<file path="src/rtl/opb_register_ppc2simulink_if.sv">
// OPB slave-side bus bundle for opb_register_ppc2simulink.
// Bit numbering follows OPB: index 0 is the MSB of every bus.
//   master modport: drives OPB_* request signals, observes Sl_* responses.
//   slave  modport: observes OPB_* request signals, drives Sl_* responses.
interface opb_register_ppc2simulink_if;
  logic [0:31] OPB_ABus;
  logic [0:3]  OPB_BE;
  logic [0:31] OPB_DBus;
  logic        OPB_RNW;
  logic        OPB_select;
  logic        OPB_seqAddr;
  logic [0:31] Sl_DBus;
  logic        Sl_xferAck;
  logic        Sl_errAck;
  logic        Sl_retry;
  logic        Sl_toutSup;

  modport master (
    output OPB_ABus, OPB_BE, OPB_DBus, OPB_RNW, OPB_select, OPB_seqAddr,
    input  Sl_DBus, Sl_xferAck, Sl_errAck, Sl_retry, Sl_toutSup
  );

  modport slave (
    input  OPB_ABus, OPB_BE, OPB_DBus, OPB_RNW, OPB_select, OPB_seqAddr,
    output Sl_DBus, Sl_xferAck, Sl_errAck, Sl_retry, Sl_toutSup
  );
endinterface

</file>
<file path="src/rtl/opb_register_ppc2simulink.sv">
// OPB slave holding a 32-bit control word written by the PPC for fabric user logic.
// Ports:
//   OPB_Clk         single clock for bus and user logic
//   OPB_Rst_n       asynchronous active-low reset
//   bus             OPB slave bundle (address/data/byte enables in, ack/read data out)
//   user_data_out   current control word; [31:24] is OPB byte 0
//   user_data_valid one-cycle strobe in the ack cycle of every DATA write
// Map: offset bit 2 clear -> DATA (R/W), set -> WRCNT (RO, 16-bit write counter).
module opb_register_ppc2simulink #(
  parameter logic [31:0] C_BASEADDR   = 32'h0000_0000,
  parameter logic [31:0] C_HIGHADDR   = 32'h0000_00FF,
  parameter int unsigned C_OPB_AWIDTH = 32,
  parameter int unsigned C_OPB_DWIDTH = 32,
  parameter string       C_FAMILY     = "virtex5",
  parameter logic [31:0] C_INIT_VALUE = 32'h0000_0000
) (
  input  logic                              OPB_Clk,
  input  logic                              OPB_Rst_n,
  opb_register_ppc2simulink_if.slave        bus,
  output logic [31:0]                       user_data_out,
  output logic                              user_data_valid
);

  typedef enum logic [1:0] {StIdle, StAck, StWait} state_e;

  state_e r_state, w_state_next;

  logic [C_OPB_AWIDTH-1:0] w_addr;
  logic [C_OPB_DWIDTH-1:0] w_wdata;
  logic [3:0]              w_be;
  logic                    w_hit;
  logic                    w_sel_cnt;
  logic                    w_start;
  logic                    w_data_wr;
  logic                    w_rd;

  logic [31:0] r_data;
  logic [15:0] r_wrcnt;
  logic [31:0] r_rdata;
  logic        r_valid;

  logic unused_seqaddr;
  assign unused_seqaddr = bus.OPB_seqAddr;

  // Value copies: OPB bit 0 lands on bit 31, so BE[0] becomes w_be[3].
  assign w_addr  = bus.OPB_ABus;
  assign w_wdata = bus.OPB_DBus;
  assign w_be    = bus.OPB_BE;

  assign w_hit     = bus.OPB_select && (w_addr >= C_BASEADDR) && (w_addr <= C_HIGHADDR);
  assign w_sel_cnt = |((w_addr - C_BASEADDR) & 32'h0000_0004);
  assign w_start   = (r_state == StIdle) && w_hit;
  assign w_data_wr = w_start && !bus.OPB_RNW && !w_sel_cnt;
  assign w_rd      = w_start && bus.OPB_RNW;

  always_ff @(posedge OPB_Clk or negedge OPB_Rst_n) begin
    if (!OPB_Rst_n) begin
      r_state <= StIdle;
    end else begin
      r_state <= w_state_next;
    end
  end

  // WAIT holds off a second ack while the master keeps select asserted.
  always_comb begin
    w_state_next = r_state;
    unique case (r_state)
      StIdle:  if (w_hit) w_state_next = StAck;
      StAck:   w_state_next = StWait;
      StWait:  if (!bus.OPB_select) w_state_next = StIdle;
      default: w_state_next = StIdle;
    endcase
  end

  always_ff @(posedge OPB_Clk or negedge OPB_Rst_n) begin
    if (!OPB_Rst_n) begin
      r_data  <= C_INIT_VALUE;
      r_wrcnt <= 16'h0000;
      r_rdata <= 32'h0000_0000;
      r_valid <= 1'b0;
    end else begin
      r_valid <= w_data_wr;
      if (w_data_wr) begin
        for (int i = 0; i < 4; i++) begin
          if (w_be[3-i]) r_data[31-8*i -: 8] <= w_wdata[31-8*i -: 8];
        end
        // Counts even with no byte enables set; wraps naturally at 16 bits.
        r_wrcnt <= r_wrcnt + 16'd1;
      end
      if (w_rd) begin
        r_rdata <= w_sel_cnt ? {16'h0000, r_wrcnt} : r_data;
      end
    end
  end

  // Read data is gated to the ack cycle because the OPB data bus is OR-wired.
  assign bus.Sl_xferAck = (r_state == StAck);
  assign bus.Sl_DBus    = (r_state == StAck) ? r_rdata : 32'h0000_0000;
  assign bus.Sl_errAck  = 1'b0;
  assign bus.Sl_retry   = 1'b0;
  assign bus.Sl_toutSup = 1'b0;

  assign user_data_out   = r_data;
  assign user_data_valid = r_valid;

endmodule
</file>
<file path="src/flat_wrapper.sv">
// flat-port wrapper written by rule: the top's interface ports become plain ports
module opb_register_ppc2simulink_flat 
#(
  parameter logic [31:0] C_BASEADDR   = 32'h0000_0000,
  parameter logic [31:0] C_HIGHADDR   = 32'h0000_00FF,
  parameter int unsigned C_OPB_AWIDTH = 32,
  parameter int unsigned C_OPB_DWIDTH = 32,
  parameter string       C_FAMILY     = "       ",
  parameter logic [31:0] C_INIT_VALUE = 32'h0000_0000
)
  (OPB_Clk, OPB_Rst_n, user_data_out, user_data_valid, bus_OPB_ABus, bus_OPB_BE, bus_OPB_DBus, bus_OPB_RNW, bus_OPB_select, bus_OPB_seqAddr, bus_Sl_DBus, bus_Sl_xferAck, bus_Sl_errAck, bus_Sl_retry, bus_Sl_toutSup);
  opb_register_ppc2simulink_if bus_i ();
  input  logic OPB_Clk;
  input  logic OPB_Rst_n;
  output logic [31:0] user_data_out;
  output logic user_data_valid;
  input wire logic [$bits(bus_i.OPB_ABus)-1:0] bus_OPB_ABus;
  input wire logic [$bits(bus_i.OPB_BE)-1:0] bus_OPB_BE;
  input wire logic [$bits(bus_i.OPB_DBus)-1:0] bus_OPB_DBus;
  input wire logic [$bits(bus_i.OPB_RNW)-1:0] bus_OPB_RNW;
  input wire logic [$bits(bus_i.OPB_select)-1:0] bus_OPB_select;
  input wire logic [$bits(bus_i.OPB_seqAddr)-1:0] bus_OPB_seqAddr;
  output wire logic [$bits(bus_i.Sl_DBus)-1:0] bus_Sl_DBus;
  output wire logic [$bits(bus_i.Sl_xferAck)-1:0] bus_Sl_xferAck;
  output wire logic [$bits(bus_i.Sl_errAck)-1:0] bus_Sl_errAck;
  output wire logic [$bits(bus_i.Sl_retry)-1:0] bus_Sl_retry;
  output wire logic [$bits(bus_i.Sl_toutSup)-1:0] bus_Sl_toutSup;
  assign bus_i.OPB_ABus = bus_OPB_ABus;
  assign bus_i.OPB_BE = bus_OPB_BE;
  assign bus_i.OPB_DBus = bus_OPB_DBus;
  assign bus_i.OPB_RNW = bus_OPB_RNW;
  assign bus_i.OPB_select = bus_OPB_select;
  assign bus_i.OPB_seqAddr = bus_OPB_seqAddr;
  assign bus_Sl_DBus = bus_i.Sl_DBus;
  assign bus_Sl_xferAck = bus_i.Sl_xferAck;
  assign bus_Sl_errAck = bus_i.Sl_errAck;
  assign bus_Sl_retry = bus_i.Sl_retry;
  assign bus_Sl_toutSup = bus_i.Sl_toutSup;
  opb_register_ppc2simulink #(.C_BASEADDR(C_BASEADDR), .C_HIGHADDR(C_HIGHADDR), .C_OPB_AWIDTH(C_OPB_AWIDTH), .C_OPB_DWIDTH(C_OPB_DWIDTH), .C_FAMILY(C_FAMILY), .C_INIT_VALUE(C_INIT_VALUE)) u_core (.OPB_Clk(OPB_Clk), .OPB_Rst_n(OPB_Rst_n), .bus(bus_i), .user_data_out(user_data_out), .user_data_valid(user_data_valid));
endmodule
</file>
<file path="config.mk">
export PLATFORM = sky130hd
export DESIGN_NAME = opb_register_ppc2simulink_flat
export DESIGN_NICKNAME = d
export VERILOG_FILES = /design/src/rtl/opb_register_ppc2simulink_if.sv /design/src/rtl/opb_register_ppc2simulink.sv /design/src/flat_wrapper.sv
export SDC_FILE = /design/constraint.sdc
export NUM_CORES = 1
export LEC_CHECK = 0
export BUFFER_PORTS_ARGS = -buffer_cell sky130_fd_sc_hd__buf_2
export CORE_ASPECT_RATIO = 1.5
export CORE_MARGIN = 5
export CORE_UTILIZATION = 36
export CTS_CLUSTER_SIZE = 40
export DETAILED_ROUTE_END_ITERATION = 16
export PLACE_DENSITY = 0.72
export SLEW_MARGIN = 15
export SYNTH_ARGS = -nofsm -noshare
export SYNTH_HDL_FRONTEND = slang
export SYNTH_SLANG_ARGS = --single-unit
</file>
<file path="constraint.sdc">
create_clock -name OPB_Clk -period 2.35 [get_ports OPB_Clk]
set_input_delay 0.3525 -clock OPB_Clk [delete_from_list [all_inputs] [get_ports OPB_Clk]]
set_output_delay 0.3525 -clock OPB_Clk [all_outputs]
set_load 0.01 [all_outputs]
</file>
# [Yosys cells after proc, flatten, opt, wreduce, memory -nomap -nowiden]
# Cells that the tools add are included.
[word_totals] elab_cells=34 inputBits=73 output_inout_bits=69 register_bits=83
[classes] reduce_logical=14 n_addsub=1 muxes=5 n_eq_ne=4 n_lt_le_gt_ge=2
[op_table] cell="$mux W32" n=2
[op_table] cell="$ge A32 B1 Y1 const B" n=1
[op_table] cell="$le A32 B8 Y1 const B" n=1
[op_table] cell="$add A16 B1 Y16 const B" n=1
[op_table] cell="$reduce_and A2 Y1" n=5
[op_table] cell="$logic_and A1 B1 Y1" n=6
[op_table] cell="$pmux W2 S3" n=1
[op_table] cell="$mux W2" n=2
[op_table] cell="$eq A2 B1 Y1 const B" n=1
[op_table] cell="$eq A2 B2 Y1 const B" n=1
[op_table] cell="$logic_not A1 Y1" n=2
[op_table] cell="$logic_not A2 Y1" n=1
[op_table] cell="$ne A2 B1 Y1 const B" n=1
[op_table] cell="$ne A2 B2 Y1 const B" n=1

# [Logic depth before layout (Yosys ltp)]
# Gate-level depths: netlist of the first run.
[logic_depth] ltp_word=7 depth_mapped=6 depth_no_buf=4

# [Worst setup path before layout of the first run]
# OpenSTA, ideal clock, no wires.
[synth_path] path_kind="register to register" startpoint="reg u_core.r_state[1]" endpoint="reg u_core.r_rdata[10]" arrival_time_ns=1.603 required_ns=2.225 slack_ns=0.622 synth_period_minus_slack_ns=1.728 stages_incl_launch_ff=7 setup_time_ns=0.125 n_path_buf=2 path_cell_list="dfrtp_1 nor4_2 and4_1 buf_4 nand3_4 buf_6 mux2_4"
[synth_via] elab_chain_len=3
[synth_lines] element="start: declaration" line="opb_register_ppc2simulink.sv:26" rtl="state_e r_state, w_state_next;"
[synth_lines] element="start signal: assignment" line="opb_register_ppc2simulink.sv:58" rtl="r_state <= StIdle;"
[synth_lines] element="start signal: assignment" line="opb_register_ppc2simulink.sv:60" rtl="r_state <= w_state_next;"
[synth_lines] element="$logic_not A2 Y1" line="opb_register_ppc2simulink.sv:52" rtl="assign w_start = (r_state == StIdle) && w_hit;"
[synth_lines] element="$logic_and A1 B1 Y1" line="opb_register_ppc2simulink.sv:52"
[synth_lines] element="$logic_and A1 B1 Y1" line="opb_register_ppc2simulink.sv:54" rtl="assign w_rd = w_start && bus.OPB_RNW;"
[synth_lines] element="end signal: assignment" line="opb_register_ppc2simulink.sv:91" rtl="r_rdata <= w_sel_cnt ? {16'h0000, r_wrcnt} : r_data;"
[synth_lines] element="end: declaration" line="opb_register_ppc2simulink.sv:39" rtl="logic [31:0] r_rdata;"
# No other way between the ends.
# A chain may end at the register's enable or synchronous reset.

# [Worst setup path after layout of the first run]
[layout_path] startpoint="reg u_core.r_state[1]" endpoint="reg u_core.r_data[1], in the netlist u_core.user_data_out[1]"
[layout_via] elab_chain_len=5
[layout_lines] element="$logic_not A2 Y1" line="opb_register_ppc2simulink.sv:52"
[layout_lines] element="$logic_and A1 B1 Y1" line="opb_register_ppc2simulink.sv:52"
[layout_lines] element="$logic_and A1 B1 Y1 (2 in a row)" line="opb_register_ppc2simulink.sv:53" rtl="assign w_data_wr = w_start && !bus.OPB_RNW && !w_sel_cnt;"
[layout_lines] element="$reduce_and A2 Y1 (no source line)"
[layout_lines] element="end signal: indexed assignment" line="opb_register_ppc2simulink.sv:85" rtl="if (w_be[3-i]) r_data[31-8*i -: 8] <= w_wdata[31-8*i -: 8];"
[layout_lines] element="end: declaration" line="opb_register_ppc2simulink.sv:37" rtl="logic [31:0] r_data;"
# No other way between the ends.

==> results of run 1 <==
## worst max-delay path, cell delays in order, from the launching register on
cell and delay, ns:
dfrtp_1 0.41, nor4_2 0.36, and4_1 0.46, nand4_2 0.38, mux2_2 0.38
## synthesized netlist by cell type
| cell | instances |
|---|---|
| dfrtp_1 | 83 |
| mux2_2 | 51 |
| and2_1 | 34 |
| mux2_4 | 30 |
| nor2b_1 | 17 |
| xor2_1 | 15 |
| nor4_1 | 8 |
| clkbuf_1 | 7 |
| nand2_1 | 6 |
| nor3_1 | 6 |
| nand4_1 | 5 |
| nand4_2 | 5 |
| nor4_2 | 5 |
| buf_4 | 4 |
| buf_6 | 4 |
| and4_1 | 3 |
| buf_2 | 3 |
| nand3_1 | 3 |
| and3_1 | 2 |
| conb_1 | 1 |
| ha_1 | 1 |
| inv_1 | 1 |
| nand2b_1 | 1 |
| nand3_4 | 1 |
| nand3b_1 | 1 |
| nor2_1 | 1 |
| nor2_4 | 1 |
| nor4b_1 | 1 |
| nor4b_4 | 1 |
## layout make-up
cell class | count | share of cell area (%)
Multi-Input combinational cell | 201 | 36.6
Sequential cell | 83 | 40.2
Clock buffer | 11 | 4.50
Clock inverter | 5 | 1.23
Timing Repair Buffer | 138 | 13.8
Tap cell | 147 | 3.56
Inverter | 1 | 0.0726
## cells in the final DEF (no fill, tap or decap), types with 6 or more instances in the layout
cell type  netlist  routed
buf_2            3     129
dfrtp_1         83      83
mux2_2          51      51
and2_1          34      34
mux2_4          30      30
nor2b_1         17      16
xor2_1          15      15
clkbuf_16        0       9
buf_4            4       9
nor4_1           8       8
nor3_1           6       6
nand2_1          6       6
## stage by stage
stage               area [um2]  utilization (%)  setup WS [ns]  hold WS, ns
floorplan                 4090                -          0.622       0.0569
global placement          4870             44.1          0.191        0.423
detailed placement        4870             44.1          0.152        0.425
CTS                       5170             46.7          0.175       0.0567
global route              5170             46.7         0.0918       0.0896
finish                    5170             46.7          0.236       0.0449
## worst paths after layout
check,startpoint,to,cells after the start
worst max-delay path,u_core.r_state[1],u_core.user_data_out[1],4
worst min-delay path,OPB_Rst_n,u_core.user_data_out[0],1
worst max register to register,u_core.r_state[1],u_core.user_data_out[1],4
worst min register to register,u_core.r_wrcnt[15],u_core.r_wrcnt[15],1
max in group asynchronous,OPB_Rst_n,u_core.r_rdata[8],2
min in group OPB_Clk,bus_OPB_DBus[29],u_core.user_data_out[29],2
## power breakdown
| group | leakage, nW | total, W | internal [W] | switching, W |
|---|---|---|---|---|
| Clock | 0.140 | 0.00138 | 0.000829 | 0.000551 |
| Sequential | 1.16 | 0.00143 | 0.00143 | 0.000000000134 |
| Combinational | 1.65 | 0.000114 | 0.0000499 | 0.0000642 |
| Total | 2.95 | 0.00292 | 0.00231 | 0.000615 |
## sequential cells by signal (all words and copies together), names as in the netlist
name	count
u_core.r_rdata	32
u_core.user_data_valid	1
u_core.user_data_out	32
u_core.r_wrcnt	16
u_core.r_state	2
## routing by layer
layer  up-vias  GRT usage, %  share of wire (%)
met5         -             0                  0
met4         0          6.29                1.9
met3        12          3.73                5.0
met2        91          25.6                 54
met1      1410          16.0                 39
li1       1317             -                  -
## cell families (layout without fill, tap and decap cells)
logic type | Yosys count | count (layout) | share of synthesized area (%)
adders and majority gates | 1 | 1 | 0.307
xor gates and xnor gates | 15 | 15 | 3.22
muxes | 81 | 81 | 25.1
other | 1 | 3 | 0.0919
buffers and inverters | 19 | 155 | 2.94
DFF | 83 | 83 | 50.9
and+or+nand+nor | 101 | 101 | 17.4
==> impl_metrics.py, run 1 <==
metrics = {
    "layout": {
        "finalNonFillerCells": 586,
        "register_area_mm2": 0.00208,
        "layout-drive-gt1-share_pct": 56.3,
        "multiInputGateArea_mm2": 0.00189,
        "antenna_cells_inserted": 0,
        "syn2layout_area_growth_pct": 26.6,
        "nNetsFinal": 508,
        "fill_cells": 1056,
    },
    "power_and_ir_drop": {
        "power_w": 0.00292,
        "power.leakage_nw": 2.95,
        "peakVddDrop_uv": 343,
        "powerDensity_mw_per_mm2": 566,
    },
    "clock_network": {
        "clock-sinks": 83,
        "cts_buffer_depth": 2,
        "numCtsBuffers": 9,
        "cts.reportedPaths.clkPinSlew_ns": 0.06,
        "cts_setup_buffers": 0,
        "clock-root-buffer": "clkbuf_16",
        "cts-htree-levels": 3,
        "clock_latency_ns": 0.33,
        "cts.hold.buffers_added": 0,
        "cts_tree": "yes",
        "cts_resized": 0,
    },
    "floorplanning": {
        "ios": 142,
        "dieArea_mm2": 0.0136,
        "row_count": 47,
        "start_util_pct": 36.9,
        "core_region_area_mm2": 0.0111,
        "die_height_um": 140,
        "die_x_um": 96.9,
    },
    "timing": {
        "finalSetupTns_ns": 0,
        "worst_pin_slew_ns": 0.644,
        "min_period_ns": 2.11,
        "finalCritPeriodShare_pct": 90.0,
        "setup_violations": 0,
        "skew_ns": 0.00573,
        "max_freq_mhz": 473,
        "rsz0062_at_grt": "no",
        "finalHoldViolCount": 0,
        "slew_headroom_pct": 57.1,
        "slew_viol_final": 0,
    },
    "routing": {
        "post-route-drc-count": 0,
        "drt-total-wl_um": 9550,
        "drt_first_iter_violations": 56,
        "wl_per_cell_um": 16.3,
        "dr.pass1.iters": 4,
        "viasPerCell": 4.83,
        "postRouteAntennaNets": 0,
        "via_count": 2830,
    },
    "synthesis": {
        "ys_warn_count": 0,
        "syn_inst": 301,
        "synth_top_area_cell": "dfrtp_1",
        "synthTopCellsByArea": "dfrtp_1 51%, mux2_2 14%, mux2_4 11%",
        "yosysSeqAreaShare_pct": 50.9,
        "synth_area_per_cell_um2": 13.6,
        "synth_top_cell_area_share_pct": 50.9,
        "syn_area_mm2": 0.00408,
        "ys_types": 29,
        "ys_ff_latch": 83,
    },
    "setup_path": {
        "reg2reg_slack_ns": 0.24,
        "worstPathArrival_ns": 2.33,
        "crit_fanout": 8,
        "critPathRequiredTime_ns": 2.56,
        "endpoint_kind": "flip-flop",
        "path_class": "reg2reg",
        "cp-start-kind": "flip-flop",
    },
    "grt": {
        "grtUsageTotal_pct": 14.3,
        "grt_pass1_wl_um": 15600,
        "grt_start_max_net_pins": 51,
        "grt_remaining_overflow": 0,
        "grt_pass1_vias": 3074,
        "antenna_found_initial": 0,
    },
    "placement": {
        "place_congestion": 0.825,
        "port_buffers": 130,
        "dp_cells": 570,
        "hpwl_um": 7130,
    },
    "run": {
        "cap_violations": 0,
    },
    "outcome": {
        "status": "complete, no violations",
    },
    "hold_path": {
        "min_path_type": "in2async",
    },
}
No activity file was read; power rests on OpenSTA's default activity.
==> inputs of run 2 (changes only) <==
Settings changed: MAX_ROUTING_LAYER set to met4.
==> run 2 against run 1 <==
  * Sequential power hardly changed
  * Non-clock buffer count stayed put
  * Hold slack hardly changed
  * Clock skew hardly changed
  * Power hardly changed
  * Count of clock-buffer cells in the layout stayed put
  * Global-route usage is 0.37 points higher
  * Wire length is 0.24% lower
  * Setup slack better by 0.0013 ns
  * Sequential share of layout area stayed put
  * Combinational power hardly changed
  * Register-to-register slack hardly changed
  * Largest cell class unchanged
  * Largest power group unchanged
  * Highest routed layer unchanged
==> impl_metrics.py, run 2 (same netlist as run 1, synthesis figures left out) <==
metrics = {
    "grt": {
        "grtUsageTotal_pct": 14.7,
        "grt_remaining_overflow": 0,
        "grt_pass1_vias": 3077,
        "grt_pass1_wl_um": 15600,
        "antenna_found_initial": 0,
        "grt_start_max_net_pins": 51,
    },
    "clock_network": {
        "clock_latency_ns": 0.33,
        "cts_resized": 0,
        "cts.hold.buffers_added": 0,
        "cts_tree": "yes",
        "cts-htree-levels": 3,
        "cts_setup_buffers": 0,
        "cts_buffer_depth": 2,
        "clock-sinks": 83,
        "numCtsBuffers": 9,
        "clock-root-buffer": "clkbuf_16",
        "cts.reportedPaths.clkPinSlew_ns": 0.06,
    },
    "routing": {
        "dr.pass1.iters": 4,
        "wl_per_cell_um": 16.3,
        "postRouteAntennaNets": 0,
        "drt-total-wl_um": 9530,
        "via_count": 2826,
        "viasPerCell": 4.82,
        "post-route-drc-count": 0,
        "drt_first_iter_violations": 101,
    },
    "timing": {
        "setup_violations": 0,
        "finalSetupTns_ns": 0,
        "slew_headroom_pct": 57.1,
        "finalCritPeriodShare_pct": 89.9,
        "max_freq_mhz": 473,
        "rsz0062_at_grt": "no",
        "fin_ws_ns": 0.237,
        "worst_pin_slew_ns": 0.643,
        "min_period_ns": 2.11,
        "skew_ns": 0.00580,
        "finalHoldViolCount": 0,
        "slew_viol_final": 0,
    },
    "placement": {
        "place_congestion": 0.838,
        "pre_cts_ws_ns": 0.152,
        "port_buffers": 130,
        "hpwl_um": 7130,
    },
    "power_and_ir_drop": {
        "power.leakage_nw": 2.95,
        "seqPwrFrac_pct": 48.9,
        "intPower_w": 0.00231,
        "peakVddDrop_uv": 343,
        "switchingPower_w": 0.000614,
        "pwr-share-comb_pct": 3.9,
        "powerDensity_mw_per_mm2": 565,
        "p_sw_share_pct": 21.0,
        "p_clk_share_pct": 47.2,
    },
    "floorplanning": {
        "core_region_area_mm2": 0.0111,
        "ios": 142,
        "die_height_um": 140,
        "row_count": 47,
        "die_x_um": 96.9,
        "start_util_pct": 36.9,
        "dieArea_mm2": 0.0136,
    },
    "setup_path": {
        "cp-start-kind": "flip-flop",
        "critPathRequiredTime_ns": 2.56,
        "r2r_start": "u_core.r_state[1]",
        "ff2ff_path_depth": 4,
        "path_class": "reg2reg",
        "reg2reg_to": "u_core.user_data_out[1]",
        "worstPathArrival_ns": 2.33,
        "crit_fanout": 8,
        "endpoint_kind": "flip-flop",
        "reg2reg_slack_ns": 0.24,
    },
    "layout": {
        "layout-drive-gt1-share_pct": 56.3,
        "final_common_cell": "buf_2",
        "multiInputGateArea_mm2": 0.00189,
        "final_util_pct": 46.7,
        "final_cell_mix": "129 x buf_2, 83 x dfrtp_1, 51 x mux2_2, 34 x and2_1, 30 x mux2_4",
        "register_area_mm2": 0.00208,
        "syn2layout_area_growth_pct": 26.6,
        "fill_cells": 1056,
        "nNetsFinal": 508,
        "antenna_cells_inserted": 0,
    },
    "outcome": {
        "status": "complete, no violations",
    },
    "hold_path": {
        "min_path_type": "in2async",
    },
    "run": {
        "cap_violations": 0,
    },
}
## run 2: cell counts in the layout (fill, tap and decap cells not counted)
No cell type changed its count.
## run 2: layout make-up
class,count,area share [%]
Timing Repair Buffer,138,13.8
Multi-Input combinational cell,201,36.6
Sequential cell,83,40.2
Tap cell,147,3.56
Clock buffer,11,4.50
Clock inverter,5,1.23
Inverter,1,0.0726
## run 2: routing by layer
metal	part of all wire, %	track usage [%]	vias to the layer above
met4	1.9	6.29	0
met2	54	25.6	91
li1	-	-	1317
met3	4.9	3.48	12
met1	39	16.0	1406
met5	0	-	-
## run 2: power by group through the flow
stage | clock network (W) | registers, W | logic, W
after floorplan | 0 | 0.00146 | 0.0000275
after global placement | 0 | 0.00146 | 0.000115
after detailed placement | 0 | 0.00146 | 0.000118
after CTS | 0.00144 | 0.00143 | 0.000118
after global routing | 0.00150 | 0.00143 | 0.000129
final | 0.00138 | 0.00143 | 0.000114
## run 2: worst max path at each step
stage	start	end	slack (ns)	cells past startpoint
2_1_floorplan	u_core.r_state[1]	u_core.r_rdata[10]	0.62	6
3_3_place_gp	bus_OPB_ABus[15]	u_core.user_data_out[0]	0.19	5
3_5_place_dp	bus_OPB_ABus[31]	u_core.user_data_out[6]	0.15	5
4_1_cts	u_core.r_state[1]	u_core.user_data_out[1]	0.17	4
5_1_grt	u_core.r_state[1]	u_core.user_data_out[10]	0.09	4
6_report	u_core.r_state[1]	u_core.user_data_out[1]	0.24	4
## run 2: critical path, cell delays in order (launching register included)
cell and delay [ns]:
dfrtp_1 0.41, nor4_2 0.36, and4_1 0.46, nand4_2 0.38
mux2_2 0.38
## run 2: stage by stage
step | std cells | power [W] | hold WS, ns | cell area [um2]
after floorplan | 303 | 0.00148 | 0.0569 | 4090
after global placement | 570 | 0.00157 | 0.423 | 4870
after detailed placement | 570 | 0.00157 | 0.425 | 4870
after CTS | 586 | 0.00299 | 0.0567 | 5170
after global routing | 586 | 0.00306 | 0.0885 | 5170
final | 586 | 0.00292 | 0.0448 | 5170
==> inputs of run 3 (changes only) <==
Settings changed: ABC_AREA set to 1.
==> run 3 against run 2 <==
  * Power increased by 9.5%
  * Utilization increased by 0.65 points
  * Setup slack improved by 0.066 ns
  * Critical endpoint is now bus_Sl_DBus[31]
  * Synthesized cell count increased by 77%
  * Largest power group is now the clock network
  * Clock skew decreased by 0.0013 ns
  * Clock power increased by 18%
==> impl_metrics.py, run 3 <==
metrics = {
    "synthesis": {
        "ys_ff_latch": 83,
        "syn_inst": 532,
        "syn_area_mm2": 0.00401,
        "ys_types": 23,
        "yosysSeqAreaShare_pct": 51.8,
        "synthTopCellsByArea": "dfrtp_1 52%, nand2_1 15%, o21ai_0 9.9%",
        "synth_top_area_cell": "dfrtp_1",
        "synth_edf_count": 0,
        "synth_commonest_cells": "163 x nand2_1, 83 x dfrtp_1, 82 x nor2_1",
        "async_reset_ff_share_pct": 100,
        "synth_area_per_cell_um2": 7.54,
        "synth_top_cell_area_share_pct": 51.8,
        "ys_warn_count": 0,
        "dominantRegCellSynth": "dfrtp_1",
        "yosysMostFrequentCell": "nand2_1",
    },
    "timing": {
        "slew_headroom_pct": 54.4,
        "rsz0062_at_grt": "no",
        "finalSetupTns_ns": 0,
        "skew_ns": 0.00454,
        "worst_pin_slew_ns": 0.683,
        "setup_violations": 0,
        "slew_viol_final": 0,
        "max_freq_mhz": 489,
        "finalCritPeriodShare_pct": 87.1,
        "finalHoldViolCount": 0,
        "min_period_ns": 2.05,
    },
    "clock_network": {
        "cts_buffer_depth": 2,
        "clock-sinks": 83,
        "cts_resized": 0,
        "cts_tree": "yes",
        "clock_latency_ns": 0.34,
        "cts-htree-levels": 3,
        "cts.reportedPaths.clkPinSlew_ns": 0.06,
        "cts_setup_buffers": 0,
        "clock-root-buffer": "clkbuf_16",
        "numCtsBuffers": 9,
    },
    "layout": {
        "layout-drive-gt1-share_pct": 24.4,
        "final_util_pct": 47.4,
        "fill_cells": 1085,
        "nNetsFinal": 740,
        "syn2layout_area_growth_pct": 29.9,
        "final_cell_mix": "163 x nand2_1, 129 x buf_2, 83 x dfrtp_1, 82 x nor2_1, 79 x o21ai_0",
        "final_common_cell": "nand2_1",
    },
    "floorplanning": {
        "die_x_um": 96.2,
        "start_util_pct": 36.5,
        "die_height_um": 139,
        "ios": 142,
        "core_region_area_mm2": 0.0110,
        "dieArea_mm2": 0.0134,
        "row_count": 47,
    },
    "outcome": {
        "status": "complete, no violations",
    },
    "power_and_ir_drop": {
        "p_sw_share_pct": 20.3,
        "intPower_w": 0.00255,
        "switchingPower_w": 0.000648,
        "powerDensity_mw_per_mm2": 614,
        "seqPwrFrac_pct": 44.7,
        "pwr-share-comb_pct": 4.4,
        "p_clk_share_pct": 50.9,
        "peakVddDrop_uv": 353,
        "power.leakage_nw": 2.81,
    },
    "setup_path": {
        "endpoint_kind": "primary output",
        "cp-start-kind": "flip-flop",
        "cp_cell_sequence": "nor2_1, inv_1, buf_4, nor2_1, buf_2",
        "slowest_delay_ns": 0.40,
        "path_class": "reg2out",
        "crit_fanout": 13,
        "critPathRequiredTime_ns": 2.00,
        "worstPathArrival_ns": 1.69,
        "critPathTopFamily": "buffers and inverters",
        "crit_buf_inv": 3,
        "crit_top_cell": "nor2_1",
        "slowest_stage": "dfrtp_1",
    },
    "routing": {
        "wl_per_cell_um": 12.8,
        "post-route-drc-count": 0,
        "drt_first_iter_violations": 183,
        "via_count": 3784,
        "postRouteAntennaNets": 0,
        "dr.pass1.iters": 4,
        "drt-total-wl_um": 10500,
        "viasPerCell": 4.61,
    },
    "grt": {
        "grtUsageTotal_pct": 16.4,
        "antenna_found_initial": 2,
        "grt_start_max_net_pins": 66,
        "grt_remaining_overflow": 0,
        "grt_pass1_vias": 3824,
        "grt_pass1_wl_um": 16900,
    },
    "run": {
        "cap_violations": 0,
    },
    "placement": {
        "hpwl_um": 7980,
        "place_congestion": 0.863,
        "port_buffers": 130,
    },
    "hold_path": {
        "min_path_type": "in2reg",
    },
}
[run 3: changes by cell type in the layout (fill, tap and decap cells not counted), moves of 5 or more]
cell / before / now
nor2_1: 1 / 82
nor2b_1: 16 / 0
mux2_2: 51 / 0
nor4_1: 8 / 0
nand4_2: 5 / 0
o21ai_0: 0 / 79
nor4_2: 5 / 0
nand2_1: 6 / 163
xor2_1: 15 / 7
inv_1: 1 / 67
mux2_4: 30 / 0
and2_1: 34 / 0
[run 3: layout make-up]
| type | instances | area, um2 | area share, % |
|---|---|---|---|
| diodes | 2 | 5.00 | 0.0960 |
| repair buffers | 143 | 766 | 14.7 |
| inverters | 67 | 251 | 4.83 |
| multi-input cells | 362 | 1580 | 30.3 |
| well taps | 147 | 184 | 3.53 |
| flip-flops and latches | 83 | 2080 | 39.9 |
| clock buffers | 10 | 239 | 4.59 |
| clock inverters | 6 | 113 | 2.16 |
[run 3: logic make-up after synthesis]
family	count (synthesis)	share of synthesized area, %
flip-flops	83	51.8
multiplexers	2	0.499
other	1	0.0935
adder cells (fa/ha/maj)	1	0.312
AO/OA/AOI/OAI	80	9.98
AND/OR/NAND/NOR	269	26.7
XOR/XNOR	7	1.53
buffers and inverters	89	9.11
[run 3: final timing paths]
| check | start | end | slack [ns] | cells past startpoint |
|---|---|---|---|---|
| worst max-delay path | u_core.r_state[1] | bus_Sl_DBus[31] | 0.30 | 5 |
| worst min-delay path | bus_OPB_DBus[19] | u_core.user_data_out[19] | 0.21 | 3 |
| worst max register to register | u_core.r_state[0] | u_core.user_data_out[17] | 0.40 | 9 |
| worst min register to register | u_core.r_rdata[6] | u_core.r_rdata[6] | 0.48 | 2 |
| max in group asynchronous | OPB_Rst_n | u_core.r_rdata[11] | 1.28 | 3 |
| min in group asynchronous | OPB_Rst_n | u_core.user_data_out[7] | 0.43 | 2 |
[run 3: power groups by stage]
stage                     sequential, W  clock [W]  combinational (W)
after floorplan                 0.00146          0          0.0000425
final                           0.00143    0.00163           0.000141
after global routing            0.00143    0.00171           0.000159
after detailed placement        0.00146          0           0.000141
after global placement          0.00146          0           0.000137
after CTS                       0.00143    0.00166           0.000143
[run 3: timing repair]
action,CTS,global route
endpoints found under the setup margin,0,0
hold buffers,1,0
endpoints found under the hold margin,18,0
[run 3: routing by layer]
metal / vias to the layer above / part of all wire [%] / track usage (%)
li1: 1899 / - / -
met5: - / 0 / -
met4: 0 / 2.3 / 6.67
met2: 135 / 52 / 29.1
met1: 1726 / 38 / 16.7
met3: 24 / 7.4 / 4.32
[run 3: worst min-delay path, stage by stage]
cell and delay, ns:
buf_2 0.07, nand2_1 0.04, nand2_1 0.05
[run 3: stage by stage]
stage          worst slack, ns  hold WS, ns  cells  total power, W  instance area, um2
2_1_floorplan            0.839       0.0569    534         0.00150                4020
3_3_place_gp             0.284        0.241    801         0.00159                4840
3_5_place_dp             0.226        0.246    801         0.00160                4840
4_1_cts                  0.281        0.200    818         0.00323                5210
5_1_grt                  0.154        0.217    820         0.00330                5210
6_report                 0.303        0.212    820         0.00320                5210
